## src/rtl/util_axis_uart_tx_if.sv

```systemverilog
// AXI-stream byte channel between a byte producer and the UART serialiser.
// Handshake: a word moves on every aclk rising edge where tvalid and tready are both 1;
// the master holds tdata stable while tvalid=1 and tready=0, and the slave never looks
// at tdata unless tready=1.
interface util_axis_uart_tx_if #(
    parameter int DATA_BITS = 8
) ();
    logic [DATA_BITS-1:0] tdata;
    logic                 tvalid;
    logic                 tready;

    modport master (output tdata, output tvalid, input tready);
    modport slave  (input tdata, input tvalid, output tready);
endinterface

```

## src/rtl/util_axis_uart_tx.sv

```systemverilog
// AXI-stream to UART serialiser. A one-word holding register takes the next byte while
// the current frame shifts out; frames are start, data LSB first, optional parity, stop.
// All bit-timing transitions happen only on edges where the external baud strobe is high.
module util_axis_uart_tx #(
    parameter int parity_ena  = 1,
    parameter int parity_type = 1,
    parameter int stop_bits   = 1,
    parameter int data_bits   = 8
) (
    input  logic                     aclk,
    input  logic                     arstn,
    util_axis_uart_tx_if.slave       s_axis,
    input  logic                     uart_ena,
    output logic                     txd,
    output logic                     uart_busy,
    output logic [2:0]               dbg_state
);

    typedef enum logic [2:0] {
        ST_IDLE   = 3'd0,
        ST_START  = 3'd1,
        ST_DATA   = 3'd2,
        ST_PARITY = 3'd3,
        ST_STOP   = 3'd4
    } state_t;

    state_t               r_state;
    state_t               w_state_nxt;
    logic [data_bits-1:0] r_hold;
    logic [data_bits-1:0] r_shift;
    logic                 r_hold_valid;
    logic                 r_tready;
    logic                 r_txd;
    logic                 r_busy;
    logic                 r_parity;
    logic [2:0]           r_bit_cnt;
    logic                 r_stop_cnt;

    logic                 w_accept;
    logic                 w_load;
    logic                 w_last_data;
    logic                 w_last_stop;
    logic                 w_hold_valid_nxt;
    logic                 w_txd_nxt;
    logic                 w_parity;

    // tready mirrors "holding register empty", so accept and load can never coincide.
    assign w_accept         = s_axis.tvalid & r_tready;
    assign w_last_data      = (r_bit_cnt == 3'(data_bits - 1));
    assign w_last_stop      = (stop_bits == 1) | r_stop_cnt;
    assign w_load           = uart_ena & r_hold_valid &
                              ((r_state == ST_IDLE) | ((r_state == ST_STOP) & w_last_stop));
    assign w_hold_valid_nxt = w_accept | (r_hold_valid & ~w_load);
    assign w_parity         = (parity_type != 0) ? ~^r_hold : ^r_hold;

    assign s_axis.tready = r_tready;
    assign txd           = r_txd;
    assign uart_busy     = r_busy;
    assign dbg_state     = r_state;

    // FSM state register.
    always_ff @(posedge aclk or negedge arstn) begin
        if (!arstn) begin
            r_state <= ST_IDLE;
        end else begin
            r_state <= w_state_nxt;
        end
    end

    // FSM next state; nothing moves except on a baud strobe.
    always_comb begin
        w_state_nxt = r_state;
        if (uart_ena) begin
            case (r_state)
                ST_IDLE:   if (r_hold_valid) w_state_nxt = ST_START;
                ST_START:  w_state_nxt = ST_DATA;
                ST_DATA:   if (w_last_data) w_state_nxt = (parity_ena != 0) ? ST_PARITY : ST_STOP;
                ST_PARITY: w_state_nxt = ST_STOP;
                ST_STOP:   if (w_last_stop) w_state_nxt = r_hold_valid ? ST_START : ST_IDLE;
                default:   w_state_nxt = ST_IDLE;
            endcase
        end
    end

    // FSM output: the line level for the bit period that starts at this strobe.
    always_comb begin
        w_txd_nxt = r_txd;
        if (uart_ena) begin
            case (r_state)
                ST_IDLE:   w_txd_nxt = ~r_hold_valid;
                ST_START:  w_txd_nxt = r_shift[0];
                ST_DATA:   w_txd_nxt = w_last_data ? ((parity_ena != 0) ? r_parity : 1'b1)
                                                   : r_shift[1];
                ST_PARITY: w_txd_nxt = 1'b1;
                ST_STOP:   w_txd_nxt = ~(w_last_stop & r_hold_valid);
                default:   w_txd_nxt = 1'b1;
            endcase
        end
    end

    // Holding register and its AXIS handshake.
    always_ff @(posedge aclk or negedge arstn) begin
        if (!arstn) begin
            r_hold       <= '0;
            r_hold_valid <= 1'b0;
            r_tready     <= 1'b0;
        end else begin
            if (w_accept) begin
                r_hold <= s_axis.tdata;
            end
            r_hold_valid <= w_hold_valid_nxt;
            r_tready     <= ~w_hold_valid_nxt;
        end
    end

    // Shifter, parity and bit counters for the frame in flight.
    always_ff @(posedge aclk or negedge arstn) begin
        if (!arstn) begin
            r_shift    <= '0;
            r_parity   <= 1'b0;
            r_bit_cnt  <= '0;
            r_stop_cnt <= 1'b0;
        end else begin
            if (w_load) begin
                r_shift  <= r_hold;
                r_parity <= w_parity;
            end else if (uart_ena && (r_state == ST_DATA) && !w_last_data) begin
                r_shift <= r_shift >> 1;
            end
            if (uart_ena && (r_state == ST_START)) begin
                r_bit_cnt <= '0;
            end else if (uart_ena && (r_state == ST_DATA)) begin
                r_bit_cnt <= r_bit_cnt + 3'd1;
            end
            // Counter returns to 0 when the final stop period ends, ready for the next frame.
            if (uart_ena && (r_state == ST_STOP)) begin
                r_stop_cnt <= ~w_last_stop;
            end
        end
    end

    // Serial line and busy flag, both registered; line idles high out of reset.
    always_ff @(posedge aclk or negedge arstn) begin
        if (!arstn) begin
            r_txd  <= 1'b1;
            r_busy <= 1'b0;
        end else begin
            r_txd  <= w_txd_nxt;
            r_busy <= (w_state_nxt != ST_IDLE) | w_hold_valid_nxt;
        end
    end

endmodule
```

## src/flat_wrapper.sv

```systemverilog
// flat-port wrapper written by rule: the top's interface ports become plain ports
module util_axis_uart_tx_flat 
#(
    parameter int parity_ena  = 1,
    parameter int parity_type = 1,
    parameter int stop_bits   = 1,
    parameter int data_bits   = 8
)
  (aclk, arstn, uart_ena, txd, uart_busy, dbg_state, s_axis_tdata, s_axis_tvalid, s_axis_tready);
  util_axis_uart_tx_if s_axis_i ();
  input  logic aclk;
  input  logic arstn;
  input  logic uart_ena;
  output logic txd;
  output logic uart_busy;
  output logic [2:0] dbg_state;
  input wire logic [$bits(s_axis_i.tdata)-1:0] s_axis_tdata;
  input wire logic [$bits(s_axis_i.tvalid)-1:0] s_axis_tvalid;
  output wire logic [$bits(s_axis_i.tready)-1:0] s_axis_tready;
  assign s_axis_i.tdata = s_axis_tdata;
  assign s_axis_i.tvalid = s_axis_tvalid;
  assign s_axis_tready = s_axis_i.tready;
  util_axis_uart_tx #(.parity_ena(parity_ena), .parity_type(parity_type), .stop_bits(stop_bits), .data_bits(data_bits)) u_core (.aclk(aclk), .arstn(arstn), .s_axis(s_axis_i), .uart_ena(uart_ena), .txd(txd), .uart_busy(uart_busy), .dbg_state(dbg_state));
endmodule
```

## config.mk

```make
export PLATFORM = sky130hd
export DESIGN_NAME = util_axis_uart_tx_flat
export DESIGN_NICKNAME = d
export VERILOG_FILES = /design/src/rtl/util_axis_uart_tx_if.sv /design/src/rtl/util_axis_uart_tx.sv /design/src/flat_wrapper.sv
export SDC_FILE = /design/constraint.sdc
export NUM_CORES = 1
export LEC_CHECK = 0
export CORE_MARGIN = 4
export CORE_UTILIZATION = 53
export CTS_CLUSTER_DIAMETER = 150
export DETAILED_ROUTE_END_ITERATION = 16
export PLACE_DENSITY = 0.88
export SLEW_MARGIN = 30
export SYNTH_ARGS = -nofsm -noshare
export SYNTH_HDL_FRONTEND = slang
export SYNTH_SLANG_ARGS = --single-unit
```

## constraint.sdc

```tcl
create_clock -name aclk -period 2.2 [get_ports aclk]
set_clock_uncertainty 0.2 [all_clocks]
set_input_delay 0.44 -clock aclk [delete_from_list [all_inputs] [get_ports aclk]]
set_output_delay 0.44 -clock aclk [all_outputs]
set_load 0.01 [all_outputs]
```

==> results.json, run 1 <==
{
  "tns_ns": 0,
  "path_cells": "clkdlybuf4s50_1",
  "htreeDepth": 1,
  "place.gp.congestion": 0.7968,
  "p_sw_uw": 843.5,
  "setup_violations": 0,
  "ant_nets": 0,
  "internal-power_mw": 1.358,
  "viasPerCell": 5.423,
  "grt.overflow.total": 0,
  "hold_path_class": "input port to async pin",
  "r2r-start": "u_core.r_bit_cnt[0]",
  "critPathMaxFanout": 2,
  "endpoint_kind": "output port",
  "numCtsBuffers": 3,
  "synth_ff_type": "dfrtp_1",
  "start_util": 0.5806,
  "cts_tree": "yes",
  "rows": 17,
  "r2r-end": "u_core.uart_busy",
  "slew_viol_final": 0,
  "grt_setup_unrepaired": "false",
  "grt_max_degree": 28,
  "layout-drive-gt1-share": 0.1429,
  "power_frac_seq": 0.434,
  "pin_count": 18,
  "wirelength_um": 2495,
  "startpoint": "u_core.txd",
  "clock_sinks": 27,
  "fin_crit_sh": 0.9286,
  "async_flop_share": 1.000,
  "max_cap_violations": 0,
  "wl_per_cell_um": 14.85,
  "die_h_um": 58.17,
  "finalNetCount": 156,
  "grt_pass1_vias": 957,
  "switching_share": 0.3831,
  "synth_nets": 135,
  "fillers": 169,
  "die_area_sq_um": 3383,
  "yosysSeqAreaShare": 0.5075,
  "core_sq_um": 2297,
  "drtIter0Drc": 26,
  "grt_pass1_wl_um": 4422,
  "p_clk_frac": 0.095,
  "synth.avg_cell_area_sq_um": 11.11,
  "path_buf_inv": 1,
  "slowest_stage": "dfstp_2",
  "start_kind": "flip-flop",
  "powerDensity_nw_per_um2": 1411,
  "drc": 0,
  "tightestPinTransition_ns": 0.3784,
  "crit_type": "flip-flop to output port",
  "slew_headroom": 0.7455,
  "clk_pin_slew_ns": 0.14,
  "place_hpwl_um": 1928,
  "p_leak_nw": 0.7121,
  "antenna_found_initial": 0,
  "synth_edf_count": 0,
  "ctsHoldBuffers": 0,
  "max_freq_ghz": 0.4895,
  "critPathTopFamily": "flip-flops",
  "num_vias": 911,
  "vdd_drop_max_uv": 966.3,
  "die_w_um": 58.17,
  "critical_path_required_ns": 1.56,
  "port_buffers": 17,
  "pwr-share-comb": 0.470,
  "root_buffer": "clkbuf_4",
  "clock_path_buffers": 2,
  "grtUsageTotal": 0.1714,
  "drtPass1Iterations": 4,
  "worst-path-stages": 1,
  "syn2layout_area_growth_pct": 16.98,
  "arrival_ns": 1.40,
  "ys_warn_count": 0,
  "fin_crit_ns": 2.043,
  "hold_viol_final": 0,
  "power_mw": 2.202,
  "n_antenna_cell": 0,
  "ys_ff_latch": 27,
  "cpPeakStageDelay_ns": 0.56,
  "clk_latency_ns": 0.32,
  "run_status": "complete, no violations",
  "synthDistinctLibCells": 29,
  "crit_end": "txd",
  "rrSetupSlack_ns": 0.30,
  "synth_area_sq_um": 1334,
  "synthCells": 120,
  "r2r_cells": 6
}
==> cell usage after synthesis, types with 2 or more instances <==
cell type / n / area share
mux2_2: 8 / 0.068
buf_2: 2 / 0.0075
nand2_1: 10 / 0.028
xnor2_1: 6 / 0.039
nand3_1: 3 / 0.011
a22o_1: 4 / 0.026
nor2_1: 11 / 0.031
ha_1: 3 / 0.028
o21ai_0: 7 / 0.026
a31oi_1: 2 / 0.0094
mux2i_1: 9 / 0.068
inv_1: 6 / 0.017
buf_6: 2 / 0.017
a21oi_1: 7 / 0.026
dfrtp_1: 26 / 0.49
==> power groups by stage <==
| stage | Sequential, mW | Clock, mW | Combinational (mW) |
|---|---|---|---|
| 2_1_floorplan | 0.914 | 0 | 0.766 |
| 3_3_place_gp | 0.936 | 0 | 0.971 |
| 3_5_place_dp | 0.964 | 0 | 1.04 |
| 4_1_cts | 0.953 | 0.214 | 1.05 |
| 5_1_grt | 0.995 | 0.242 | 1.15 |
| 6_report | 0.956 | 0.210 | 1.04 |
==> stage by stage <==
| stage | hold WS (ns) | util | cells | instance area, sq um | worst slack [ns] |
|---|---|---|---|---|---|
| after floorplan | -0.05559 | - | 120 | 1334 | 0.4818 |
| after global placement | 0.2746 | 0.6672 | 164 | 1533 | 0.2044 |
| after detailed placement | 0.2802 | 0.6672 | 164 | 1533 | 0.1099 |
| after CTS | 0.2911 | 0.6786 | 168 | 1559 | 0.03653 |
| after global routing | 0.2906 | 0.6792 | 168 | 1560 | 0.07835 |
| final | 0.2727 | 0.6792 | 168 | 1560 | 0.1571 |
==> cell usage in the layout (no fill, tap or decap), drive strengths merged, types with 6 or more instances in the layout <==
cell | netlist | layout
dfrtp | 26 | 26
clkdlybuf4s50 | 0 | 17
nor2 | 11 | 11
nand2 | 10 | 10
mux2i | 9 | 9
mux2 | 8 | 8
o21ai | 8 | 8
a21oi | 7 | 7
inv | 6 | 6
xnor2 | 6 | 6
==> layer usage <==
layer	vias up	global-route usage	part of all wire
met5	-	0	0
met4	0	0.04967	0.013
met3	4	0.03118	0.038
met2	24	0.2919	0.54
met1	431	0.2225	0.41
li1	452	-	-
==> registers in the layout (all words and copies together) (netlist names) <==
signal / count
u_core.uart_busy: 1
u_core.r_parity: 1
u_core.r_shift: 8
u_core.dbg_state: 3
u_core.s_axis.tready: 1
u_core.r_hold_valid: 1
u_core.r_bit_cnt: 3
u_core.r_hold: 8
u_core.txd: 1
==> final cells by class <==
cell class	count	area (sq um)	area share
Multi-Input combinational cell	82	598.1	0.3833
Clock buffer	4	26.28	0.01684
Tap cell	28	35.03	0.02245
Sequential cell	27	678.2	0.4346
Inverter	6	22.52	0.01443
Timing Repair Buffer	21	200.2	0.1283
==> repair_timing <==
| item | in CTS | in global routing |
|---|---|---|
| gates resized for setup | 0 | 1 |
| setup endpoints to repair | 0 | 1 |
| setup buffers | 0 | 0 |
| endpoints found under the hold margin | 0 | 0 |
==> cells by family (layout without fill, tap and decap cells) <==
family                   count (synthesis)  after routing  share of synthesized area
XOR/XNOR                                 7              7                    0.04597
multiplexers                            17             17                     0.1351
flip-flops                              27             27                     0.5075
buffers and inverters                   11             31                    0.04409
adder cells (fa/ha/maj)                  3              3                    0.02815
AND/OR/NAND/NOR                         31             31                     0.1304
AO/OA/AOI/OAI                           24             24                     0.1088
==> worst min-delay path by stage <==
| stage | to | start | depth (start not counted) | slack [ns] |
|---|---|---|---|---|
| finish | u_core.r_shift[4] | arstn | 2 | 0.27 |
| global route | u_core.r_shift[5] | arstn | 2 | 0.29 |
| CTS | u_core.r_shift[5] | arstn | 2 | 0.29 |
| detailed placement | u_core.txd | u_core.txd | 2 | 0.28 |
| global placement | u_core.r_parity | u_core.r_parity | 2 | 0.27 |
| floorplan | u_core.dbg_state[0] | arstn | 0 | -0.06 |
Note: power is estimated with default switching activity, not from simulation.
==> inputs of run 2 (changes only) <==
Settings changed: CORE_MARGIN 4 to 5.
==> run 2 against run 1 <==
Compared with the run above: design area grew 0.16%; maximum frequency shrank 0.14%; register-to-register slack is essentially flat; utilization shrank 3.7 points; flip-flop and latch count is the same; non-clock buffer count is the same; critical path depth grew 1; sequential share of layout area shrank 0.070 points; routed wire length shrank 12%; die area grew 7.0%; via count grew 1.5%; global-route usage shrank 3.3 points; critical path type unchanged; critical endpoint is now dbg_state[1].
==> results.json, run 2 (synthesis results as in run 1) <==
{
  "run_status": "complete, no violations",
  "core_sq_um": 2432,
  "wirelength_um": 2203,
  "hold_path_class": "input port to async pin",
  "antenna_found_initial": 0,
  "clock_path_buffers": 2,
  "worst-path-stages": 2,
  "hold_viol_final": 0,
  "drc": 0,
  "start_util": 0.5484,
  "vdd_drop_max_uv": 927.3,
  "die_area_sq_um": 3620,
  "ant_nets": 0,
  "max_freq_ghz": 0.4888,
  "die_w_um": 60.17,
  "place_hpwl_um": 1679,
  "path_cells": "buf_4, clkdlybuf4s50_1",
  "crit_type": "flip-flop to output port",
  "power_mw": 2.148,
  "root_buffer": "clkbuf_4",
  "ctsHoldBuffers": 0,
  "place_area_sq_um": 1535,
  "critPathMaxFanout": 15,
  "critPathTopFamily": "buffers and inverters",
  "fin_crit_sh": 0.9299,
  "port_buffers": 17,
  "drtIter0Drc": 29,
  "postCtsSetupRepairBufs": 0,
  "fin_area_sq_um": 1563,
  "numCtsBuffers": 3,
  "place.gp.congestion": 0.7831,
  "cpPeakStageDelay_ns": 0.56,
  "fillers": 204,
  "critical_path_required_ns": 1.56,
  "syn2layout_area_growth_pct": 17.17,
  "clk_latency_ns": 0.31,
  "setup_violations": 0,
  "p_leak_nw": 0.7121,
  "num_vias": 925,
  "fin_crit_ns": 2.046,
  "slew_headroom": 0.7724,
  "grt.overflow.total": 0,
  "whs_ns": 0.2723,
  "powerDensity_nw_per_um2": 1375,
  "rows": 18,
  "slowest_stage": "clkdlybuf4s50_1",
  "grt_pass1_wl_um": 3870,
  "grt_pass1_vias": 942,
  "die_h_um": 60.17,
  "grt_max_degree": 28,
  "r2r_cells": 6,
  "tightestPinTransition_ns": 0.3383,
  "layout-drive-gt1-share": 0.1429,
  "arrival_ns": 1.41,
  "clock_sinks": 27,
  "endpoint_kind": "output port",
  "htreeDepth": 1,
  "tns_ns": 0,
  "path_buf_inv": 2,
  "reg_top3": "u_core.r_hold x8, u_core.r_shift x8",
  "grt_setup_unrepaired": "false",
  "cts_tree": "yes",
  "slew_viol_final": 0,
  "pin_count": 18,
  "final_common_cell": "dfrtp_1",
  "grtUsageTotal": 0.1381,
  "final_cell_mix": "dfrtp_1 (25), clkdlybuf4s50_1 (17), nor2_1 (11), nand2_1 (10), mux2i_1 (9)",
  "clk_pin_slew_ns": 0.13,
  "n_antenna_cell": 0,
  "viasPerCell": 5.441,
  "start_kind": "flip-flop",
  "max_cap_violations": 0,
  "drtPass1Iterations": 4,
  "wl_per_cell_um": 12.96,
  "finalNetCount": 156
}
## run 2: cell counts in the layout (fill, tap and decap cells not counted)
Identical to the previous run, type by type.
## run 2: worst register-to-register path: stages (launching register included)
cell and delay [ns]:
dfrtp_1 0.45, ha_1 0.25, ha_1 0.21, and3b_1 0.19
o211ai_1 0.14, o21ai_0 0.13, nand4bb_1 0.22
## run 2: cell type report
type                       instances  area [sq um]  area share
tap                               30         37.54     0.02402
inverter                           6         22.52     0.01441
timing repair buffer              21         200.2      0.1281
multi-input combinational         82         598.1      0.3827
sequential                        27         678.2      0.4339
clock buffer                       4         26.28     0.01681
## run 2: power breakdown
| part | leakage (nW) | internal [mW] | switching, mW |
|---|---|---|---|
| clock | 0.0150 | 0.0708 | 0.135 |
| sequential | 0.318 | 0.739 | 0.201 |
| combinational | 0.379 | 0.547 | 0.456 |
## run 2: through the flow
| step | setup WS [ns] | instances | util |
|---|---|---|---|
| 2_1_floorplan | 0.4818 | 120 | - |
| 3_3_place_gp | 0.2063 | 166 | 0.6312 |
| 3_5_place_dp | 0.1430 | 166 | 0.6312 |
| 4_1_cts | 0.04796 | 170 | 0.6420 |
| 5_1_grt | 0.07829 | 170 | 0.6425 |
| 6_report | 0.1542 | 170 | 0.6425 |
## run 2: final timing paths
| kind | end | from | slack [ns] |
|---|---|---|---|
| worst max-delay path | dbg_state[1] | u_core.dbg_state[1] | 0.15 |
| worst min-delay path | u_core.dbg_state[1] | arstn | 0.27 |
| worst max register to register | u_core.uart_busy | u_core.r_bit_cnt[0] | 0.29 |
| worst min register to register | u_core.txd | u_core.txd | 0.30 |
| max in group asynchronous | u_core.txd | arstn | 1.24 |
| min in group aclk | u_core.txd | u_core.txd | 0.30 |
## run 2: metal layers
layer,vias up,part of all wire,GRT usage
met2,24,0.51,0.2454
met1,444,0.42,0.1692
met3,5,0.059,0.01944
li1,452,-,-
met5,-,0,0
met4,0,0.0073,0.04747
## run 2: timing repair
action                                  4_1_cts  5_1_grt
endpoints found under the setup margin        0        1
hold endpoints to repair                      0        0
resized for setup                             0        1
==> inputs of run 3 (changes only) <==
Settings changed: CORE_ASPECT_RATIO from default to 1.5, PLACE_DENSITY 0.88 to 0.74.
==> run 3 against run 2 <==
Compared with the run above: via count is 0.97% lower; maximum frequency down 0.78%; critical path type unchanged; cell count is 3.5% lower; worst setup slack got worse by 0.016 ns; clock-buffer cell count is 1 lower; power about the same; combinational power barely moved; critical endpoint is now dbg_state[0].
==> results.json, run 3 (synthesis results as in run 1) <==
{
  "syn2layout_area_growth_pct": 16.70,
  "setup_violations": 0,
  "postCtsSetupRepairBufs": 0,
  "rows": 22,
  "tightestPinTransition_ns": 0.3484,
  "pin_count": 18,
  "hold_viol_final": 0,
  "rrSetupSlack_ns": 0.33,
  "grtUsageTotal": 0.1470,
  "cts_tree": "yes",
  "slowest_stage": "clkdlybuf4s50_1",
  "grt_setup_unrepaired": "false",
  "clock_sinks": 27,
  "place_area_sq_um": 1528,
  "critPathMaxFanout": 13,
  "slew_viol_final": 0,
  "fin_crit_ns": 2.062,
  "place_hpwl_um": 1755,
  "crit_type": "flip-flop to output port",
  "grt_pass1_vias": 987,
  "tns_ns": 0,
  "ant_nets": 0,
  "clk_latency_ns": 0.33,
  "path_cells": "clkdlybuf4s50_1",
  "grt.overflow.total": 0,
  "vdd_drop_max_uv": 748.5,
  "reg_top3": "u_core.r_hold x8, u_core.r_shift x8",
  "n_antenna_cell": 0,
  "die_area_sq_um": 3641,
  "critical_path_required_ns": 1.56,
  "final_cell_mix": "dfrtp_1 (25), clkdlybuf4s50_1 (17), nor2_1 (11), nand2_1 (10), mux2i_1 (9)",
  "cpPeakStageDelay_ns": 0.58,
  "finalNetCount": 156,
  "die_h_um": 71.44,
  "drc": 0,
  "fillers": 219,
  "slew_headroom": 0.7656,
  "powerDensity_nw_per_um2": 1380,
  "clk_pin_slew_ns": 0.15,
  "grt_max_degree": 28,
  "num_vias": 916,
  "endpoint_kind": "output port",
  "p_leak_nw": 0.7148,
  "start_kind": "flip-flop",
  "htreeDepth": 1,
  "fin_area_sq_um": 1556,
  "critPathTopFamily": "buffers and inverters",
  "max_freq_ghz": 0.4850,
  "hold_path_class": "input port to async pin",
  "drtPass1Iterations": 4,
  "max_cap_violations": 0,
  "clock_path_buffers": 2,
  "r2r-start": "u_core.r_bit_cnt[0]",
  "fin_crit_sh": 0.9372,
  "path_buf_inv": 1,
  "cts_resized": 0,
  "numCtsBuffers": 3,
  "run_status": "complete, no violations",
  "die_w_um": 50.96,
  "core_sq_um": 2422,
  "wirelength_um": 2264,
  "port_buffers": 17,
  "drtIter0Drc": 24,
  "ctsHoldBuffers": 0,
  "final_common_cell": "dfrtp_1",
  "wl_per_cell_um": 13.80,
  "grt_pass1_wl_um": 4278,
  "root_buffer": "clkbuf_4",
  "arrival_ns": 1.42,
  "startpoint": "u_core.dbg_state[0]",
  "antenna_found_initial": 0,
  "layout-drive-gt1-share": 0.1500,
  "place.gp.congestion": 0.8635,
  "viasPerCell": 5.585,
  "start_util": 0.5506
}
==> run 3: final cells by class <==
| type | count | area [sq um] | share of cell area |
|---|---|---|---|
| Clock buffer | 3 | 22.52 | 0.01447 |
| Clock inverter | 1 | 5.005 | 0.003215 |
| Inverter | 6 | 22.52 | 0.01447 |
| Multi-Input combinational cell | 82 | 598.1 | 0.3842 |
| Sequential cell | 27 | 678.2 | 0.4357 |
| Tap cell | 24 | 30.03 | 0.01929 |
| Timing Repair Buffer | 21 | 200.2 | 0.1286 |
==> run 3: worst paths after layout <==
| kind | cells after the start | to |
|---|---|---|
| max | 1 | dbg_state[0] |
| max in group asynchronous | 2 | u_core.txd |
| min | 2 | u_core.r_bit_cnt[2] |
| min in group aclk | 2 | u_core.txd |
| min reg2reg | 2 | u_core.txd |
| max reg2reg | 6 | u_core.uart_busy |
==> run 3: through the flow <==
step / worst slack, ns / cells / total power [mW] / hold WS (ns) / util
floorplan: 0.4818 / 120 / 1.680 / -0.05559 / -
global placement: 0.2059 / 160 / 1.919 / 0.2738 / 0.6307
detailed placement: 0.1339 / 160 / 1.963 / 0.2835 / 0.6307
CTS: 0.006683 / 164 / 2.172 / 0.2784 / 0.6420
global route: 0.06434 / 164 / 2.356 / 0.2775 / 0.6426
finish: 0.1382 / 164 / 2.149 / 0.2634 / 0.6426
==> run 3: worst register-to-register path, stage by stage, from the launching register on <==
cell and delay [ns]:
dfrtp_1 0.44, ha_1 0.24, ha_1 0.22, and3b_1 0.19
o211ai_1 0.14, o21ai_0 0.14, nand4bb_1 0.21
==> run 3: routing by layer <==
metal  GRT usage  wire length, um  part of all wire  up-vias
met5           0                0                 0        -
li1            -                -                 -      454
met3     0.02287               99             0.044        4
met4     0.04545               21            0.0093        0
met1      0.1707              883              0.39      444
met2      0.2680             1260              0.56       14
==> run 3: report_power, final <==
part | switching (mW) | internal, mW | total (mW)
clock | 0.143 | 0.0682 | 0.212
combinational | 0.454 | 0.548 | 1.00
sequential | 0.196 | 0.739 | 0.934
total | 0.793 | 1.36 | 2.15
